File: src/rtl/seg7_pkg.sv
// seg7_pkg: shared definitions for the seven-segment sequence monitor.
//   - SEG_* segment codes, ordered a..g with a as the leftmost bit of a [0:6] vector
//   - mon_state_e: sequence-tracking FSM state encoding
//   - seg7_to_bcd: maps a segment pattern to {illegal, digit[3:0]}
package seg7_pkg;

    localparam logic [0:6] SEG_0     = 7'b1111110;
    localparam logic [0:6] SEG_1     = 7'b0110000;
    localparam logic [0:6] SEG_2     = 7'b1101101;
    localparam logic [0:6] SEG_3     = 7'b1111001;
    localparam logic [0:6] SEG_4     = 7'b0110011;
    localparam logic [0:6] SEG_5     = 7'b1011011;
    localparam logic [0:6] SEG_6     = 7'b1011111;
    localparam logic [0:6] SEG_6_ALT = 7'b0011111;
    localparam logic [0:6] SEG_7     = 7'b1110000;
    localparam logic [0:6] SEG_7_ALT = 7'b1110010;
    localparam logic [0:6] SEG_8     = 7'b1111111;
    localparam logic [0:6] SEG_9     = 7'b1111011;
    localparam logic [0:6] SEG_9_ALT = 7'b1110011;

    typedef enum logic [1:0] {
        SEARCH = 2'd0,
        TRACK  = 2'd1,
        LOCKED = 2'd2
    } mon_state_e;

    // Returns {illegal, digit}; digit is 0 when illegal is set.
    function automatic logic [4:0] seg7_to_bcd(input logic [0:6] seg);
        logic [4:0] res;
        res = {1'b1, 4'd0};
        case (seg)
            SEG_0:                res = {1'b0, 4'd0};
            SEG_1:                res = {1'b0, 4'd1};
            SEG_2:                res = {1'b0, 4'd2};
            SEG_3:                res = {1'b0, 4'd3};
            SEG_4:                res = {1'b0, 4'd4};
            SEG_5:                res = {1'b0, 4'd5};
            SEG_6, SEG_6_ALT:     res = {1'b0, 4'd6};
            SEG_7, SEG_7_ALT:     res = {1'b0, 4'd7};
            SEG_8:                res = {1'b0, 4'd8};
            SEG_9, SEG_9_ALT:     res = {1'b0, 4'd9};
            default:              res = {1'b1, 4'd0};
        endcase
        return res;
    endfunction

endpackage

File: src/rtl/seg7_stable_filter.sv
// seg7_stable_filter: glitch filter for a 7-bit segment pattern.
//   clk, rst     : clock, asynchronous active-high reset
//   enable_i     : sample enable; state freezes when low
//   seg_i [0:6]  : raw (polarity-corrected) pattern
//   seg_o [0:6]  : currently held pattern
//   accept_o     : combinational strobe, high on the edge the pattern becomes accepted,
//                  so the consumer can register its result on that same edge
module seg7_stable_filter #(
    parameter int unsigned STABLE_CYCLES = 4
) (
    input  logic       clk,
    input  logic       rst,
    input  logic       enable_i,
    input  logic [0:6] seg_i,
    output logic [0:6] seg_o,
    output logic       accept_o
);

    localparam logic [7:0] STABLE = 8'(STABLE_CYCLES);

    logic [0:6] seg_q, seg_d;
    logic [7:0] cnt_q, cnt_d;

    // The counter saturates at STABLE, so reaching it happens once per stable run.
    always_comb begin
        seg_d    = seg_q;
        cnt_d    = cnt_q;
        accept_o = 1'b0;
        if (enable_i) begin
            if (seg_i != seg_q) begin
                seg_d = seg_i;
                cnt_d = 8'd1;
            end else if (cnt_q != STABLE) begin
                cnt_d    = cnt_q + 8'd1;
                accept_o = (cnt_q + 8'd1 == STABLE);
            end
        end
    end

    always_ff @(posedge clk or posedge rst) begin
        if (rst) begin
            seg_q <= '0;
            cnt_q <= '0;
        end else begin
            seg_q <= seg_d;
            cnt_q <= cnt_d;
        end
    end

    assign seg_o = seg_q;

endmodule

File: src/rtl/seg7_seq_monitor.sv
// seg7_seq_monitor: checks that a seven-segment display counts 0..9 with wrap.
//   clk, rst         : clock, asynchronous active-high reset
//   enable           : sample enable; all state freezes when low
//   seg_in [0:6]     : segment pattern, index 0 = a .. index 6 = g
//   digit            : last accepted legal digit
//   digit_valid      : pulse on acceptance of a legal digit
//   locked           : LOCK_COUNT consecutive correct increments seen
//   seq_error        : pulse when an accepted digit is not the expected successor
//   invalid          : pulse when an accepted pattern is not a digit code
//   error_count      : saturating count of seq_error + invalid events
module seg7_seq_monitor
    import seg7_pkg::*;
#(
    parameter int unsigned STABLE_CYCLES = 4,
    parameter int unsigned LOCK_COUNT    = 3,
    parameter bit          ACTIVE_LOW    = 1'b0,
    parameter int unsigned ERR_W         = 8
) (
    input  logic             clk,
    input  logic             rst,
    input  logic             enable,
    input  logic [0:6]       seg_in,
    output logic [3:0]       digit,
    output logic             digit_valid,
    output logic             locked,
    output logic             seq_error,
    output logic             invalid,
    output logic [ERR_W-1:0] error_count
);

    localparam logic [3:0] LOCK_CNT = 4'(LOCK_COUNT);

    logic [0:6] seg_pol, seg_acc;
    logic       accept;
    logic [4:0] dec;
    logic       illegal;
    logic [3:0] dec_digit, succ;

    mon_state_e       state_q, state_d;
    logic [3:0]       expected_q, expected_d;
    logic [3:0]       match_q, match_d;
    logic [3:0]       digit_q, digit_d;
    logic             valid_q, valid_d;
    logic             locked_q, locked_d;
    logic             seqerr_q, seqerr_d;
    logic             inv_q, inv_d;
    logic [ERR_W-1:0] err_q, err_d;
    logic             bump;

    assign seg_pol = ACTIVE_LOW ? ~seg_in : seg_in;

    seg7_stable_filter #(
        .STABLE_CYCLES(STABLE_CYCLES)
    ) u_filter (
        .clk     (clk),
        .rst     (rst),
        .enable_i(enable),
        .seg_i   (seg_pol),
        .seg_o   (seg_acc),
        .accept_o(accept)
    );

    assign dec       = seg7_to_bcd(seg_acc);
    assign illegal   = dec[4];
    assign dec_digit = dec[3:0];
    assign succ      = (dec_digit == 4'd9) ? 4'd0 : dec_digit + 4'd1;

    always_comb begin
        state_d    = state_q;
        expected_d = expected_q;
        match_d    = match_q;
        digit_d    = digit_q;
        locked_d   = locked_q;
        valid_d    = 1'b0;
        seqerr_d   = 1'b0;
        inv_d      = 1'b0;
        bump       = 1'b0;
        if (accept) begin
            if (illegal) begin
                inv_d    = 1'b1;
                locked_d = 1'b0;
                state_d  = SEARCH;
                bump     = 1'b1;
            end else begin
                digit_d    = dec_digit;
                valid_d    = 1'b1;
                expected_d = succ;
                case (state_q)
                    TRACK, LOCKED: begin
                        if (dec_digit != expected_q) begin
                            // Resync on the offending digit.
                            seqerr_d = 1'b1;
                            locked_d = 1'b0;
                            match_d  = '0;
                            state_d  = TRACK;
                            bump     = 1'b1;
                        end else if (state_q == TRACK) begin
                            match_d = match_q + 4'd1;
                            if (match_q + 4'd1 == LOCK_CNT) begin
                                state_d  = LOCKED;
                                locked_d = 1'b1;
                            end
                        end
                    end
                    default: begin
                        match_d = '0;
                        state_d = TRACK;
                    end
                endcase
            end
        end
        err_d = (bump && err_q != '1) ? err_q + 1'b1 : err_q;
    end

    always_ff @(posedge clk or posedge rst) begin
        if (rst) begin
            state_q    <= SEARCH;
            expected_q <= '0;
            match_q    <= '0;
            digit_q    <= '0;
            valid_q    <= 1'b0;
            locked_q   <= 1'b0;
            seqerr_q   <= 1'b0;
            inv_q      <= 1'b0;
            err_q      <= '0;
        end else begin
            state_q    <= state_d;
            expected_q <= expected_d;
            match_q    <= match_d;
            digit_q    <= digit_d;
            valid_q    <= valid_d;
            locked_q   <= locked_d;
            seqerr_q   <= seqerr_d;
            inv_q      <= inv_d;
            err_q      <= err_d;
        end
    end

    assign digit       = digit_q;
    assign digit_valid = valid_q;
    assign locked      = locked_q;
    assign seq_error   = seqerr_q;
    assign invalid     = inv_q;
    assign error_count = err_q;

endmodule

File: config.mk
export PLATFORM = sky130hd
export DESIGN_NAME = seg7_seq_monitor
export DESIGN_NICKNAME = d
export VERILOG_FILES = /design/src/rtl/seg7_pkg.sv /design/src/rtl/seg7_stable_filter.sv /design/src/rtl/seg7_seq_monitor.sv
export SDC_FILE = /design/constraint.sdc
export NUM_CORES = 1
export LEC_CHECK = 0
export ABC_AREA = 1
export CAP_MARGIN = 10
export CORE_ASPECT_RATIO = 1.25
export CORE_MARGIN = 2
export CORE_UTILIZATION = 51
export CTS_CLUSTER_SIZE = 24
export DETAILED_ROUTE_END_ITERATION = 12
export PLACE_DENSITY = 0.74
export SLEW_MARGIN = 20
export SYNTH_ARGS = -nofsm -noshare
export SYNTH_HDL_FRONTEND = slang
export SYNTH_SLANG_ARGS = --single-unit
File: constraint.sdc
create_clock -name clk -period 1.8 [get_ports clk]
set_input_delay 0.36 -clock clk [delete_from_list [all_inputs] [get_ports clk]]
set_output_delay 0.36 -clock clk [all_outputs]
set_load 0.01 [all_outputs]
After elaboration in Yosys (flattened, before gate mapping)
Index checks and enable logic that the tools add are counted.
{ "op_classes": {"eq_ne": 25, "n_reduce_logical": 15, "addsub": 4, "bitwise_logic": 1, "muxes": 30} }
{ "ops": {"columns": ["operator", "count"], "rows": [
  ["$eq A7 B7 Y1 const B", 10],
  ["$pmux W5 S10", 1],
  ["$mux W1", 18],
  ["$add A8 B1 Y8 const B", 2],
  ["$mux W4", 4],
  ["$mux W8", 2],
  ["$eq A7 B6 Y1 const B", 2],
  ["$mux W2", 5],
  ["$add A4 B1 Y4 const B", 2],
  ["$eq A8 B3 Y1 const B", 1],
  ["$ne A4 B4 Y1 const B", 2],
  ["$ne A8 B3 Y1 const B", 1],
  ["$ne A8 B8 Y1 const B", 1],
  ["$reduce_or A2 Y1", 4],
  ["$eq A7 B5 Y1 const B", 1],
  ["$ne A7 B7 Y1", 1],
  ["$reduce_and A2 Y1", 3],
  ["$reduce_and A3 Y1", 2],
  ["$reduce_bool A3 Y1", 2],
  ["$eq A4 B2 Y1 const B", 1],
  ["$eq A4 B4 Y1 const B", 1],
  ["$ne A4 B4 Y1", 1],
  ["$reduce_and A4 Y1", 1],
  ["$reduce_bool A2 Y1", 2],
  ["other kinds (5)", 5]
]} }
{ "totals": {"in_bits": 10, "output_inout_bits": 16, "ff_bits": 41} }

Longest topological paths before layout
Gate-level depths: netlist of the first run.
{ "depth": {"word_depth": 9, "mapped_depth": 15, "ltp_nobuf": 15} }

Hierarchy
From an unflattened synthesis of the first run, not the netlist that was laid out.
{ "hier_totals": {"hier_cells": 364, "area_unflattened_um2": 2661.3} }
{ "by_module_without_submodules": {"columns": ["mod", "area_each_um2", "n_inst", "seq_area_each_um2", "cells_per_inst"], "rows": [
  ["seg7_seq_monitor", 1679.1, 1, 650.6, 219],
  ["seg7_stable_filter", 982.2, 1, 375.4, 145]
]} }

Worst setup path before layout of the first run
OpenSTA, ideal clock, no wires.
{ "synth_timing": {"path_kind": "register to register", "from": "register u_filter.cnt_q[1]", "to": "register digit_q[3] (netlist: digit[3])", "path_stages_with_launch": 16, "setup_ns": 0.120, "path_slack_ns": -0.068, "required_ns": 1.680, "t_arrival_ns": 1.748, "n_path_buf": 1, "path_cell_list": "dfrtp_1 > ha_1 > nand3_1 > nor2_1 > nand2_1 > nand2_1 > nand2_1 > inv_1 > nand3_1 > nor2_2 > nand2_2 > nor2_2 > buf_4 > nand2_1 > o21ai_0 > inv_1"} }
{ "synth_between": {"elab_chain_cells": 6, "word_cells_on_any_way": 7, "cone_classes": "add/sub: 1; eq/ne: 2; mux: 3; reduce/logical: 1"} }
{ "synth_rtl": {"columns": ["item", "line", "rtl"], "rows": [
  ["start, declared", "seg7_stable_filter.sv:22", "logic [7:0] cnt_q, cnt_d;"],
  ["start signal, assigned", "seg7_stable_filter.sv:46", "cnt_q <= cnt_d;"],
  ["$add A8 B1 Y8", "seg7_stable_filter.sv:35", "accept_o = (cnt_q + 8'd1 == STABLE);"],
  ["$eq A8 B3 Y1", "seg7_stable_filter.sv:35", null],
  ["$mux W1 *", "seg7_stable_filter.sv:33", "end else if (cnt_q != STABLE) begin"],
  ["$mux W1 *", "seg7_stable_filter.sv:30", "if (seg_i != seg_q) begin"],
  ["$mux W1 *", "seg7_stable_filter.sv:29", "if (enable_i) begin"],
  ["$reduce_and A2 Y1 (no source line) *", null, null],
  ["end signal, assigned", "seg7_seq_monitor.sv:130", "digit_q <= digit_d;"],
  ["end, declared", "seg7_seq_monitor.sv:42", "logic [3:0] digit_q, digit_d;"]
]} }
Mark *: on every way between the ends. The rest lies on a longest branch, timed or not.
A chain may end at the register's enable or synchronous reset.

Worst setup path after layout of the first run
{ "layout_timing": {"from": "register u_filter.cnt_q[0]", "to": "register seqerr_q (netlist: seq_error)"} }
{ "layout_between": {"elab_chain_cells": 6, "word_cells_on_any_way": 7, "cone_classes": "add/sub: 1; eq/ne: 2; mux: 4"} }
{ "layout_rtl": {"columns": ["item", "line", "rtl"], "rows": [
  ["$add A8 B1 Y8", "seg7_stable_filter.sv:35", null],
  ["$eq A8 B3 Y1", "seg7_stable_filter.sv:35", null],
  ["$mux W1 *", "seg7_stable_filter.sv:33", null],
  ["$mux W1 *", "seg7_stable_filter.sv:30", null],
  ["$mux W1 *", "seg7_stable_filter.sv:29", null],
  ["$mux W1 *", "seg7_seq_monitor.sv:78", "if (accept) begin"],
  ["named net seqerr_d", "seg7_seq_monitor.sv:45", "logic seqerr_q, seqerr_d;"],
  ["end signal, assigned", "seg7_seq_monitor.sv:133", "seqerr_q <= seqerr_d;"],
  ["end, declared", "seg7_seq_monitor.sv:45", null]
]} }
The timed path passes the listed nets; every way through them passes the cells marked *.

==> qor.txt, run 1 <==
Status = finished, violations left
First-pass iteration count of the detailed router = 5
Synth cell count leaders = nand2_1, inv_1, dfrtp_1
Root Driver = clkbuf_8
Endpoints failing setup = 25
Leak = 1.87 nW
Core area = 5120 sq um
Worst setup margin = -0.177 ns
Cells after Synth = 359
M1 WL = 2.78 mm
Longest Clk Path Bufs = 2
Crit path time final = 1.98 ns
Die width = 69.3 um
Vias = 2722
Synth Area per Inst = 7.58 sq um
FILL cells = 361
Vias in the first global route = 2703
Setup tns final = -3.39 ns
Die boundary height = 85.7 um
Max Cap Viol = 0
Row count = 29
First-pass GRT wire length = 11.6 mm
Layout cells sized above 1 = 38.4%
Cell-internal power = 1.39 mW
EDFF count, synth = 0
Top sig layer = met4
PortBufs = 25
Die Area = 5940 sq um
Switching share of total power = 30.6%
Post-synth top flop = dfrtp_1
Met3 routed WL = 199 um
Power Density = 512 nW/um^2
Share of the synthesized area in the top cell type = 37.7%
Slew headroom = 77.2%
Vias per cell = 5.34
Register bit total from synthesis = 41
Cell Area, Synth = 2720 sq um
Count leader, synth = nand2_1
Async SR Flop Fraction = 100%
Warnings from Yosys = 0
Area Growth Syn to Fin = 44.1%
Final setup skew = 0.00997 ns
RSZ-0062 raised after global routing = yes
ANT nets after route = 0
Avg WL per Cell = 14.0 um
Clk pin slew, worst setup/hold paths = 0.09 ns
Worst skew pair latency = 0.30 ns
Congestion Overflow GR = 0
Crit end category = register
CTS tree = yes
GRT Total Usage = 24.1%
Count of nets after finishing = 465
Drt total wl = 7.16 mm
CP Launch Type = register
Clock power frac = 31.0%
Worst-Margin Slew = 0.340 ns
Hold crit path type = in -> reg
Final worst path period share = 110%
Syn Nets = 377
Diode count = 0
Sequential power share = 48.5%
Routed met2 length = 3.96 mm
GP Congestion = 0.950
Synth area leaders = dfrtp_1, nand2_1, inv_1, nand3_1, nand4_1
Inst Count DP = 490
Hold bufs inserted after CTS = 0
Achievable frequency = 0.506 GHz
Violated checks = negative setup slack
Dpl ws = -0.466 ns
Tot Pwr = 2.01 mW
Max-slew violation count = 0
DRC Markers = 0
CTS H-tree lvls = 2
I/O pins = 26
Comb pwr share = 20.5%
Worst Path Max Fanout = 7
Fin. Hold Viols = 0
P_sw = 614 uW
Sink Count = 41
CP required = 2.05 ns
Iter 0 DRT Violations = 122
Area leader, netlist = dfrtp_1
WP data arrival = 2.23 ns
Initial antenna violation count = 0
Peak supply drop = 0.321 mV
Final HPWL from detailed placement = 4.69 mm
Post-Layout Cell Count = 510
WS Path Type = reg -> reg
Cts bufs inserted = 5
Largest net degree at the start of global routing = 42
Count of different cell masters after synthesis = 34
Initial Util = 53.2%
Sequential area share after synthesis = 37.7%
## power by group through the flow
stage	Clock (mW)	Combinational [mW]	Sequential, mW
6_report	0.622	0.412	0.975
5_1_grt	0.668	0.449	0.979
4_1_cts	0.642	0.389	0.969
3_5_place_dp	0	0.339	0.980
3_3_place_gp	0	0.336	0.979
2_1_floorplan	0	0.197	0.976
## cells in the final DEF, fill, tap and decap left out, types with 6 or more instances in the layout
cell type / instances
buf_6: 11
inv_1: 38
nand4_1: 22
inv_2: 8
ha_1: 7
o21ai_0: 8
nor2_1: 21
nand3_2: 6
nand3_1: 22
xnor2_1: 10
a21oi_1: 8
buf_4: 49
nand2_2: 28
nand2_1: 59
nor2_4: 15
dfrtp_2: 9
nand2_4: 7
xor2_1: 6
dfrtp_1: 32
nor2_2: 8
clkdlybuf4s50_1: 21
## state kept, by name, summed over array words and instances (netlist names)
register / flops
digit: 4
error_count: 8
digit_valid: 1
seq_error: 1
locked: 1
state_q: 2
expected_q: 4
u_filter.seg_o: 7
match_q: 4
u_filter.cnt_q: 8
invalid: 1
## worst paths after layout
path,endpoint,slack [ns],startpoint,cells past startpoint
max in group asynchronous,u_filter.seg_o[3]$_DFFE_PP0P_,1.18,rst,3
hold reg to reg,digit[3]$_DFFE_PP0P_,0.51,digit[3]$_DFFE_PP0P_,2
min in group asynchronous,u_filter.seg_o[0]$_DFFE_PP0P_,0.41,rst,3
hold / removal,u_filter.seg_o[5]$_DFFE_PP0P_,0.37,seg_in[5],3
setup reg to reg,seq_error$_DFF_PP0_,-0.18,u_filter.cnt_q[0]$_DFFE_PP0P_,11
setup / recovery,seq_error$_DFF_PP0_,-0.18,u_filter.cnt_q[0]$_DFFE_PP0P_,11
## repair_timing
item	CTS	global route
setup endpoints to repair	25	41
buffers inserted	9	3
gates resized for setup	58	44
pin swaps	25	12
## routing by layer
| metal | track usage (%) | up-vias |
|---|---|---|
| met5 | 0 | - |
| met4 | 11.4 | 0 |
| met3 | 4.47 | 22 |
| met2 | 45.1 | 65 |
| met1 | 26.1 | 1289 |
| li1 | - | 1346 |
## cell type report
| class | instances | area [sq um] | share of cell area (%) |
|---|---|---|---|
| Clock buffer | 5 | 68.8 | 1.75 |
| Clock inverter | 3 | 17.5 | 0.447 |
| Inverter | 49 | 191 | 4.88 |
| Multi-Input combinational cell | 264 | 1760 | 44.8 |
| Sequential cell | 41 | 1040 | 26.4 |
| Tap cell | 62 | 77.6 | 1.98 |
| Timing Repair Buffer | 86 | 772 | 19.7 |
## per-stage QoR
step / hold slack (ns) / cell area [sq um] / utilization, %
floorplan: 0.460 / 2750 / -
global placement: 0.476 / 3420 / 66.9
detailed placement: 0.483 / 3420 / 66.9
CTS: 0.416 / 3760 / 73.6
global route: 0.399 / 3920 / 76.7
finish: 0.373 / 3920 / 76.7
## worst max-delay path: stages (launching register included)
cell     delay (ns)
dfrtp_1        0.44
buf_6          0.15
nand3_2        0.09
xor2_2         0.17
inv_1          0.11
nor2_4         0.13
nand3_2        0.10
nor2_4         0.13
nand2_4        0.07
nor2_4         0.22
buf_6          0.15
and3_4         0.16
## cell families after synthesis
| logic type | after synthesis | synth area share, % |
|---|---|---|
| and+or+nand+nor | 205 | 37.7 |
| buffers and inverters | 54 | 7.82 |
| DFF | 41 | 37.7 |
| AOI/OAI and AO/OA | 33 | 7.36 |
| xor gates and xnor gates | 18 | 5.79 |
| adders and majority gates | 8 | 3.68 |
Note: power is estimated with default switching activity, not from simulation.
==> run 2, diff against run 1 <==
CORE_ASPECT_RATIO = not set   (was 1.25)
==> qor.txt, run 2 (synthesis results as in run 1) <==
Power Density = 522 nW/um^2 (+2.0%)
ANT nets after route = 0 (unchanged)
Status = finished, violations left
Layout cells sized above 1 = 41.6% (+3.2 points)
Iter 0 DRT Violations = 133 (+9.0%)
Most common cell after layout, fill and taps aside = nand2_1
Final worst path period share = 112% (+2.4 points)
Hold crit path type = in -> async
DRC Markers = 0 (unchanged)
Core Util, Final = 80.2% (+3.6 points)
Most frequent cells in the layout = nand2_1, buf_4, inv_1
Worst-Margin Slew = 0.345 ns (+0.00446 ns)
Leak = 1.90 nW (+1.6%)
First-pass GRT wire length = 11.8 mm (+1.8%)
Core area = 5140 sq um (+0.46%)
Vias per cell = 5.36 (+0.47%)
Diode count = 0 (unchanged)
Vias in the first global route = 2710 (+0.26%)
Fin. Hold Viols = 0 (unchanged)
Post-Layout Cell Count = 524 (+2.7%)
CTS H-tree lvls = 2 (unchanged)
GP Congestion = 0.882 (-7.2%)
WP data arrival = 2.24 ns (about the same)
Max-slew violation count = 0 (unchanged)
Initial Util = 52.9% (-0.25 points)
Clk pin slew, worst setup/hold paths = 0.09 ns (about the same)
Drt total wl = 7.80 mm (+9.0%)
CTS tree = yes
Vias = 2810 (+3.2%)
RSZ-0062 raised after global routing = yes
Sequential cell area = 1040 sq um (unchanged)
Slew headroom = 76.9% (-0.30 points)
Worst setup margin = -0.220 ns (-0.0429 ns)
Root Driver = clkbuf_8
Hold bufs inserted after CTS = 0 (unchanged)
CP required = 2.02 ns (-0.03 ns)
I/O pins = 26 (unchanged)
PortBufs = 25 (unchanged)
Achievable frequency = 0.495 GHz (-2.1%)
WS Path Type = in -> reg
Violated checks = negative setup slack
Peak supply drop = 0.457 mV (+43%)
Sink Count = 41 (unchanged)
Row count = 26 (-10%)
Crit path time final = 2.02 ns (+0.0429 ns)
Congestion Overflow GR = 0 (unchanged)
Largest net degree at the start of global routing = 42 (unchanged)
Endpoints failing setup = 25 (unchanged)
Final setup skew = 0.00698 ns (-0.00299 ns)
Multi-input combinational cell area = 1850 sq um (+5.3%)
Die boundary height = 77.0 um (-10%)
Cts bufs inserted = 5 (unchanged)
Final HPWL from detailed placement = 4.74 mm (+0.95%)
Area Growth Syn to Fin = 51.5%
Crit end category = register
Die Area = 5940 sq um (about the same)
Worst skew pair latency = 0.30 ns (about the same)
Worst Path Max Fanout = 4 (-3)
Tot Pwr = 2.15 mW (+7.3%)
FILL cells = 335 (-7.2%)
Longest Clk Path Bufs = 2 (unchanged)
Die width = 77.0 um (+11%)
FF-to-FF path depth = 13 (+2)
Max Cap Viol = 0 (unchanged)
Inst Count DP = 499 (+1.8%)
GRT Total Usage = 24.5% (+0.42 points)
Count of nets after finishing = 472 (+1.5%)
First-pass iteration count of the detailed router = 4 (-1)
Min Hold Slack = 0.412 ns (+0.0394 ns)
Dpl ws = -0.545 ns (-0.0787 ns)
Initial antenna violation count = 0 (unchanged)
CP Launch Type = input port
Avg WL per Cell = 14.9 um (+6.1%)
==> run 2: worst paths after layout <==
path	startpoint	end	slack, ns
max	seg_in[1]	expected_q[0]$_DFFE_PP0P_	-0.22
min	rst	u_filter.cnt_q[6]$_DFFE_PP0P_	0.41
max reg2reg	u_filter.cnt_q[0]$_DFFE_PP0P_	expected_q[0]$_DFFE_PP0P_	-0.21
min reg2reg	digit[2]$_DFFE_PP0P_	digit[2]$_DFFE_PP0P_	0.51
max in group asynchronous	rst	u_filter.seg_o[6]$_DFFE_PP0P_	1.16
min in group clk	digit[2]$_DFFE_PP0P_	digit[2]$_DFFE_PP0P_	0.51
==> run 2: cell type report <==
class,count,area share (%)
Inverter,49,4.76
Clock buffer,5,1.67
Timing Repair Buffer,92,20.4
Multi-Input combinational cell,264,44.9
Timing Repair inverter,1,0.182
Tap cell,70,2.12
Clock inverter,2,0.850
Sequential cell,41,25.2
==> run 2: where the power goes <==
group          internal, mW  leakage [nW]  switching, mW
sequential            0.939         0.518         0.0352
combinational         0.192          1.33          0.242
clock                 0.404        0.0540          0.342
==> run 2: critical path, stage by stage <==
cell and delay [ns]:
clkdlybuf4s50_1 0.51, xnor2_1 0.15, nand2_1 0.07, nor2_1 0.10, and2_4 0.17, nand3_4 0.07
nor2_4 0.15, nand2_2 0.09, nor2_4 0.17, buf_12 0.14, clkinvlp_4 0.12, a22oi_2 0.13
==> run 2: layer usage <==
metal / global-route usage, % / routed length, um / up-vias
li1: - / - / 1356
met1: 28.4 / 3060 / 1342
met2: 45.0 / 4150 / 89
met3: 4.12 / 350 / 23
met4: 9.46 / 238 / 0
met5: 0 / 0 / -
==> run 2: through the flow <==
step | setup TNS [ns] | cell area (sq um)
after floorplan | 0 | 2750
after CTS | -1.53 | 3810
after global placement | -14.06 | 3450
after detailed placement | -15.16 | 3450
after global routing | -7.71 | 4120
final | -4.03 | 4120
==> run 2: what timing repair did <==
item,4_1_cts,5_1_grt
endpoints found under the setup margin,25,40
buffers inserted,9,11
gates cloned,1,0
gates resized for setup,57,66
pin swaps,18,26
